### config.mk
export PLATFORM = sky130hd
export DESIGN_NAME = stopwatch_controller
export DESIGN_NICKNAME = d
export VERILOG_FILES = /design/src/rtl/stopwatch_controller.sv
export SDC_FILE = /design/constraint.sdc
export NUM_CORES = 1
export LEC_CHECK = 0
export ABC_CLOCK_PERIOD_IN_PS = 2900
export CORE_ASPECT_RATIO = 1.4
export CORE_MARGIN = 3
export CORE_UTILIZATION = 50
export DETAILED_ROUTE_END_ITERATION = 12
export DONT_BUFFER_PORTS = 1
export HOLD_SLACK_MARGIN = 0.06
export PLACE_DENSITY = 0.76
export RECOVER_POWER = 25
export SETUP_SLACK_MARGIN = 0.02
export SYNTH_ARGS = -nofsm -noshare
export SYNTH_HDL_FRONTEND = slang
export SYNTH_SLANG_ARGS = --single-unit
### constraint.sdc
create_clock -name clk -period 2.9 [get_ports clk]
set_input_delay 0.435 -clock clk [delete_from_list [all_inputs] [get_ports clk]]
set_output_delay 0.435 -clock clk [all_outputs]
set_load 0.1 [all_outputs]
### src/rtl/stopwatch_controller.sv
// ---------------------------------------------------------------------------
// stopwatch_controller
//
// Sequencing controller for the stopwatch time datapath. Holds the
// STOP/RUN/CLEAR state machine, divides the system clock down to a
// centisecond tick, and keeps the centisecond (0-99) and second (0-59)
// counters that feed the digit-divider stage.
//
// Optional feature macro: STOPWATCH_LAP_EN
//   defined   : i_btn_lap toggles a lap hold that freezes o_sec/o_msec on a
//               snapshot while the internal counters keep running.
//   undefined : i_btn_lap is ignored, o_lap is 0, no snapshot registers.
//
// Parameters
//   DIV            system-clock cycles per centisecond tick (>= 2)
// Ports
//   clk            system clock, rising edge
//   reset          synchronous, active-high reset
//   i_btn_run_stop single-cycle pulse: toggle RUN/STOP
//   i_btn_clear    single-cycle pulse: zero counters and stop
//   i_btn_lap      single-cycle pulse: toggle lap hold (lap build only)
//   o_sec          displayed seconds, 0-59
//   o_msec         displayed centiseconds, 0-99 (upper bits always 0)
//   o_run          1 while in RUN
//   o_lap          1 while lap hold is active
//   o_sec_wrap     one-cycle pulse after seconds wrap 59 -> 0
// ---------------------------------------------------------------------------
module stopwatch_controller #(
    parameter int DIV = 1_000_000
) (
    input  logic       clk,
    input  logic       reset,
    input  logic       i_btn_run_stop,
    input  logic       i_btn_clear,
    input  logic       i_btn_lap,
    output logic [5:0] o_sec,
    output logic [9:0] o_msec,
    output logic       o_run,
    output logic       o_lap,
    output logic       o_sec_wrap
);

    localparam int              DIV_W    = $clog2(DIV);
    localparam logic [DIV_W-1:0] DIV_LAST = DIV_W'(DIV - 1);

    typedef enum logic [1:0] {
        ST_STOP  = 2'd0,
        ST_RUN   = 2'd1,
        ST_CLEAR = 2'd2
    } state_e;

    state_e           state_q, state_d;
    logic [DIV_W-1:0] div_q, div_d;
    logic [6:0]       msec_q, msec_d;
    logic [5:0]       sec_q, sec_d;
    logic             wrap_q, wrap_d;

    logic counting;  // RUN with no button pulse this cycle
    logic tick;
    logic wipe;      // counters forced to zero this edge

    // NOTE: every signal driven here gets a default first, so no path can
    // leave it unassigned and infer a latch.
    always_comb begin
        state_d = state_q;
        unique case (state_q)
            ST_STOP: begin
                if (i_btn_clear)         state_d = ST_CLEAR;
                else if (i_btn_run_stop) state_d = ST_RUN;
            end
            ST_RUN: begin
                if (i_btn_clear)         state_d = ST_CLEAR;
                else if (i_btn_run_stop) state_d = ST_STOP;
            end
            ST_CLEAR: state_d = ST_STOP;
            default:  state_d = ST_STOP;
        endcase
    end

    // A tick that lands on a stop or clear pulse is dropped, and the divider
    // returns to 0 so the next RUN segment starts a full tick period.
    assign counting = (state_q == ST_RUN) && !i_btn_run_stop && !i_btn_clear;
    assign tick     = counting && (div_q == DIV_LAST);
    // Clear is accepted from STOP/RUN; in CLEAR itself the zeroing repeats.
    assign wipe     = i_btn_clear || (state_q == ST_CLEAR);

    always_comb begin
        div_d  = '0;
        msec_d = msec_q;
        sec_d  = sec_q;
        wrap_d = 1'b0;
        if (counting && !tick) begin
            div_d = div_q + 1'b1;
        end
        if (wipe) begin
            msec_d = '0;
            sec_d  = '0;
        end else if (tick) begin
            if (msec_q == 7'd99) begin
                msec_d = '0;
                if (sec_q == 6'd59) begin
                    sec_d  = '0;
                    wrap_d = 1'b1;
                end else begin
                    sec_d = sec_q + 1'b1;
                end
            end else begin
                msec_d = msec_q + 1'b1;
            end
        end
    end

    // NOTE: state registers use non-blocking assignments so every flop
    // samples the pre-edge values of the others, matching the hardware.
    always_ff @(posedge clk) begin
        if (reset) begin
            state_q <= ST_STOP;
            div_q   <= '0;
            msec_q  <= '0;
            sec_q   <= '0;
            wrap_q  <= 1'b0;
        end else begin
            state_q <= state_d;
            div_q   <= div_d;
            msec_q  <= msec_d;
            sec_q   <= sec_d;
            wrap_q  <= wrap_d;
        end
    end

    assign o_run      = (state_q == ST_RUN);
    assign o_sec_wrap = wrap_q;

`ifdef STOPWATCH_LAP_EN
    logic       lap_q, lap_d;
    logic [6:0] snap_msec_q, snap_msec_d;
    logic [5:0] snap_sec_q, snap_sec_d;

    // The snapshot takes the value the live counters assume at the lap
    // edge, so the display freezes on exactly what it would have shown.
    always_comb begin
        lap_d       = lap_q;
        snap_msec_d = snap_msec_q;
        snap_sec_d  = snap_sec_q;
        if (wipe) begin
            lap_d = 1'b0;
        end else if (i_btn_lap) begin
            if (state_q == ST_RUN) begin
                lap_d = !lap_q;
                if (!lap_q) begin
                    snap_msec_d = msec_d;
                    snap_sec_d  = sec_d;
                end
            end else begin
                lap_d = 1'b0;
            end
        end
    end

    always_ff @(posedge clk) begin
        if (reset) begin
            lap_q       <= 1'b0;
            snap_msec_q <= '0;
            snap_sec_q  <= '0;
        end else begin
            lap_q       <= lap_d;
            snap_msec_q <= snap_msec_d;
            snap_sec_q  <= snap_sec_d;
        end
    end

    assign o_lap  = lap_q;
    assign o_sec  = lap_q ? snap_sec_q : sec_q;
    assign o_msec = {3'b000, (lap_q ? snap_msec_q : msec_q)};
`else
    logic unused_lap;
    assign unused_lap = i_btn_lap;

    assign o_lap  = 1'b0;
    assign o_sec  = sec_q;
    assign o_msec = {3'b000, msec_q};
`endif

endmodule

==> flow_summary.json <==
{
  "fp.dieW_um": 56.7,
  "rows": 25,
  "dpl.hpwl_um": 2640,
  "crit_path_end_kind": "register",
  "cp_slowest_cell": "or4_1",
  "drive_above_1_share": 0.0991,
  "start_kind": "register",
  "cts_max_path_buffers": 2,
  "initial_core_util": 0.527,
  "synth_commonest_cells": "36 x dfxtp_1, 17 x nor2_1, 13 x nand2_1, 13 x nand3_1, 11 x and3_1",
  "synthArstFlopShare": 0,
  "layout.nets": 229,
  "synth_edf_count": 0,
  "yosys.cell_count.top_type": "dfxtp_1",
  "fill_cells": 327,
  "crit_chain": "ha_1 > nand2_1 > or4_1 > or4_1 > a21oi_1",
  "synth_xor_area_frac": 0.0585,
  "numPortBuffers": 0,
  "firstDrtPassIters": 4,
  "final.setup.tns_ns": 0,
  "synth_adder_area_share": 0.0209,
  "crit_arrival_ns": 2.50,
  "grt_first_pass_wirelength_um": 6790,
  "power_density_nw_per_um2": 503,
  "placed_area_sq_um": 1930,
  "worst_slack_ns": 0.629,
  "skew_ns": 0.0100,
  "wire_per_inst_um": 14.3,
  "dr_total_vias": 1591,
  "setup_viol": 0,
  "status": "finished, final reports clean",
  "final_area_sq_um": 2020,
  "ctsHoldBuffers": 0,
  "finalCriticalPeriod_ns": 2.27,
  "vdd_drop_max_v": 0.000452,
  "synth-seq-cells": 36,
  "synth_mux_area_frac": 0.0111,
  "syn_to_final_growth_pct": 12.5,
  "grt_max_degree": 21,
  "cp_common_cell": "or4_1",
  "synth.top_cell.area_share": 0.401,
  "worst_pin_slew_ns": 1.38,
  "final_cells": 262,
  "grtUsageTotal": 0.193,
  "gp_congestion": 0.832,
  "cp_slowest_stage_delay_ns": 0.68,
  "internal-power_mw": 0.805,
  "p_seq_frac": 0.489,
  "hold_class": "input pin to register",
  "maxCapViolations": 0,
  "yosys_most_used_dff": "dfxtp_1",
  "synth_area_leaders": "dfxtp_1 40%, xor2_1 4.4%, and3_1 3.8%",
  "dp_slack_ns": 0.670,
  "clk_pin_slew_ns": 0.07,
  "synth_top_family_by_area": "simple AND/OR/NAND/NOR gates",
  "clock_sinks": 36,
  "syn_area_per_cell_sq_um": 8.73,
  "drt_iter0_markers": 73,
  "fin_util": 0.593,
  "grt_pass1_vias": 1533,
  "clk_latency_ns": 0.29,
  "synthDistinctLibCells": 46,
  "path_delay_family": "simple AND/OR/NAND/NOR gates",
  "critPathRequiredTime_ns": 3.12,
  "ctsRootBufferMaster": "clkbuf_8",
  "hold_slack_ns": 0.212,
  "drtAntennaViolNets": 0,
  "p_total_mw": 1.02,
  "slew_violations": 0,
  "die_h_um": 77.0,
  "pwr-share-clk": 0.470,
  "synthCells": 206,
  "ios": 24,
  "vias_per_cell": 6.07,
  "switchingPower_mw": 0.213,
  "netlist_area_sq_um": 1800,
  "synth_compound_area_frac": 0.166,
  "cts_buffers": 5,
  "combPwrFrac": 0.041,
  "p_leak_nw": 0.724,
  "routed_wl_um": 3740,
  "cp_max_fo": 8,
  "clock.fmax_ghz": 0.440,
  "swShare": 0.209,
  "slew_headroom": 0.0795,
  "yosys.area_share.simple": 0.294,
  "cts_setup_buffers": 0,
  "ys.warnings.count": 0,
  "core-area_sq_um": 3410,
  "antenna_found_initial": 0,
  "ctsHtreeMaxLevel": 2,
  "fin_crit_sh": 0.783,
  "ys_seq_area_frac": 0.401,
  "hold_viol_final": 0,
  "rsz0062_at_grt": "no",
  "die_area_sq_um": 4360,
  "cts_tree": "yes",
  "yosysTopAreaCell": "dfxtp_1",
  "dp_cells": 254,
  "grt_overflow_total": 0,
  "n_antenna_cell": 0,
  "path_buf_inv": 0,
  "setup.worst_path.class": "register to register",
  "drc": 0,
  "cts_resized": 0
}
-- metal layers --
| layer | wire length [um] | track usage |
|---|---|---|
| met5 | 0 | 0 |
| met4 | 101 | 0.0926 |
| met3 | 213 | 0.0556 |
| met2 | 1930 | 0.329 |
| met1 | 1490 | 0.214 |
-- power groups by stage --
stage                     Combinational [mW]  Clock (mW)  Sequential, mW
after global placement                0.0413           0           0.509
after detailed placement              0.0414           0           0.509
final                                 0.0415       0.478           0.498
after floorplan                       0.0416           0           0.509
after global routing                  0.0438       0.513           0.498
after CTS                             0.0414       0.492           0.497
-- registers in the layout, indices dropped and copies added, names as in the netlist --
signal      cells
div_q          20
msec_q          7
o_sec           6
state_q         2
o_sec_wrap      1
-- placed cells by master, fill, tap and decap left out, types with 2 or more instances in the layout --
| cell type | count |
|---|---|
| a211oi_1 | 4 |
| a21oi_1 | 9 |
| a31oi_1 | 2 |
| a32o_1 | 2 |
| a41oi_1 | 2 |
| and3_1 | 11 |
| and4_1 | 3 |
| buf_4 | 9 |
| clkbuf_1 | 8 |
| clkbuf_8 | 7 |
| conb_1 | 4 |
| dfxtp_1 | 36 |
| ha_1 | 3 |
| inv_1 | 5 |
| mux2i_1 | 2 |
| nand2_1 | 13 |
| nand3_1 | 13 |
| nand4_1 | 5 |
| nor2_1 | 17 |
| nor3_1 | 2 |
| nor3b_1 | 3 |
| nor4_1 | 3 |
| nor4b_1 | 3 |
| o211a_1 | 2 |
| o211ai_1 | 3 |
| o21a_1 | 3 |
| o21ai_0 | 7 |
| o31ai_1 | 4 |
| or3_1 | 6 |
| or4_1 | 5 |
| xnor2_1 | 3 |
| xor2_1 | 9 |
-- final cells by class --
type,instances,area [sq um],share of cell area
clock buffer,7,96.3,0.0476
timing repair buffer,17,97.6,0.0483
multi-input combinational,156,1010,0.499
clock inverter,1,30.0,0.0149
inverter,5,18.8,0.00928
tap,40,50.0,0.0248
sequential,36,721,0.356
-- kinds of logic after synthesis --
logic type / count (synthesis)
multiplexers: 2
AND/OR/NAND/NOR: 92
buffers and inverters: 17
flip-flops: 36
XOR/XNOR: 12
AO/OA/AOI/OAI: 43
adder cells (fa/ha/maj): 3
other: 1
-- worst paths after layout --
kind                  from    endpoint  slack, ns  cells past startpoint
setup / recovery  div_q[0]    o_sec[2]       0.63                      5
setup reg to reg  div_q[0]    o_sec[2]       0.63                      5
hold / removal       reset  state_q[0]       0.21                      1
hold reg to reg   div_q[0]    div_q[0]       0.47                      1
Note: power is estimated with default switching activity, not from simulation.
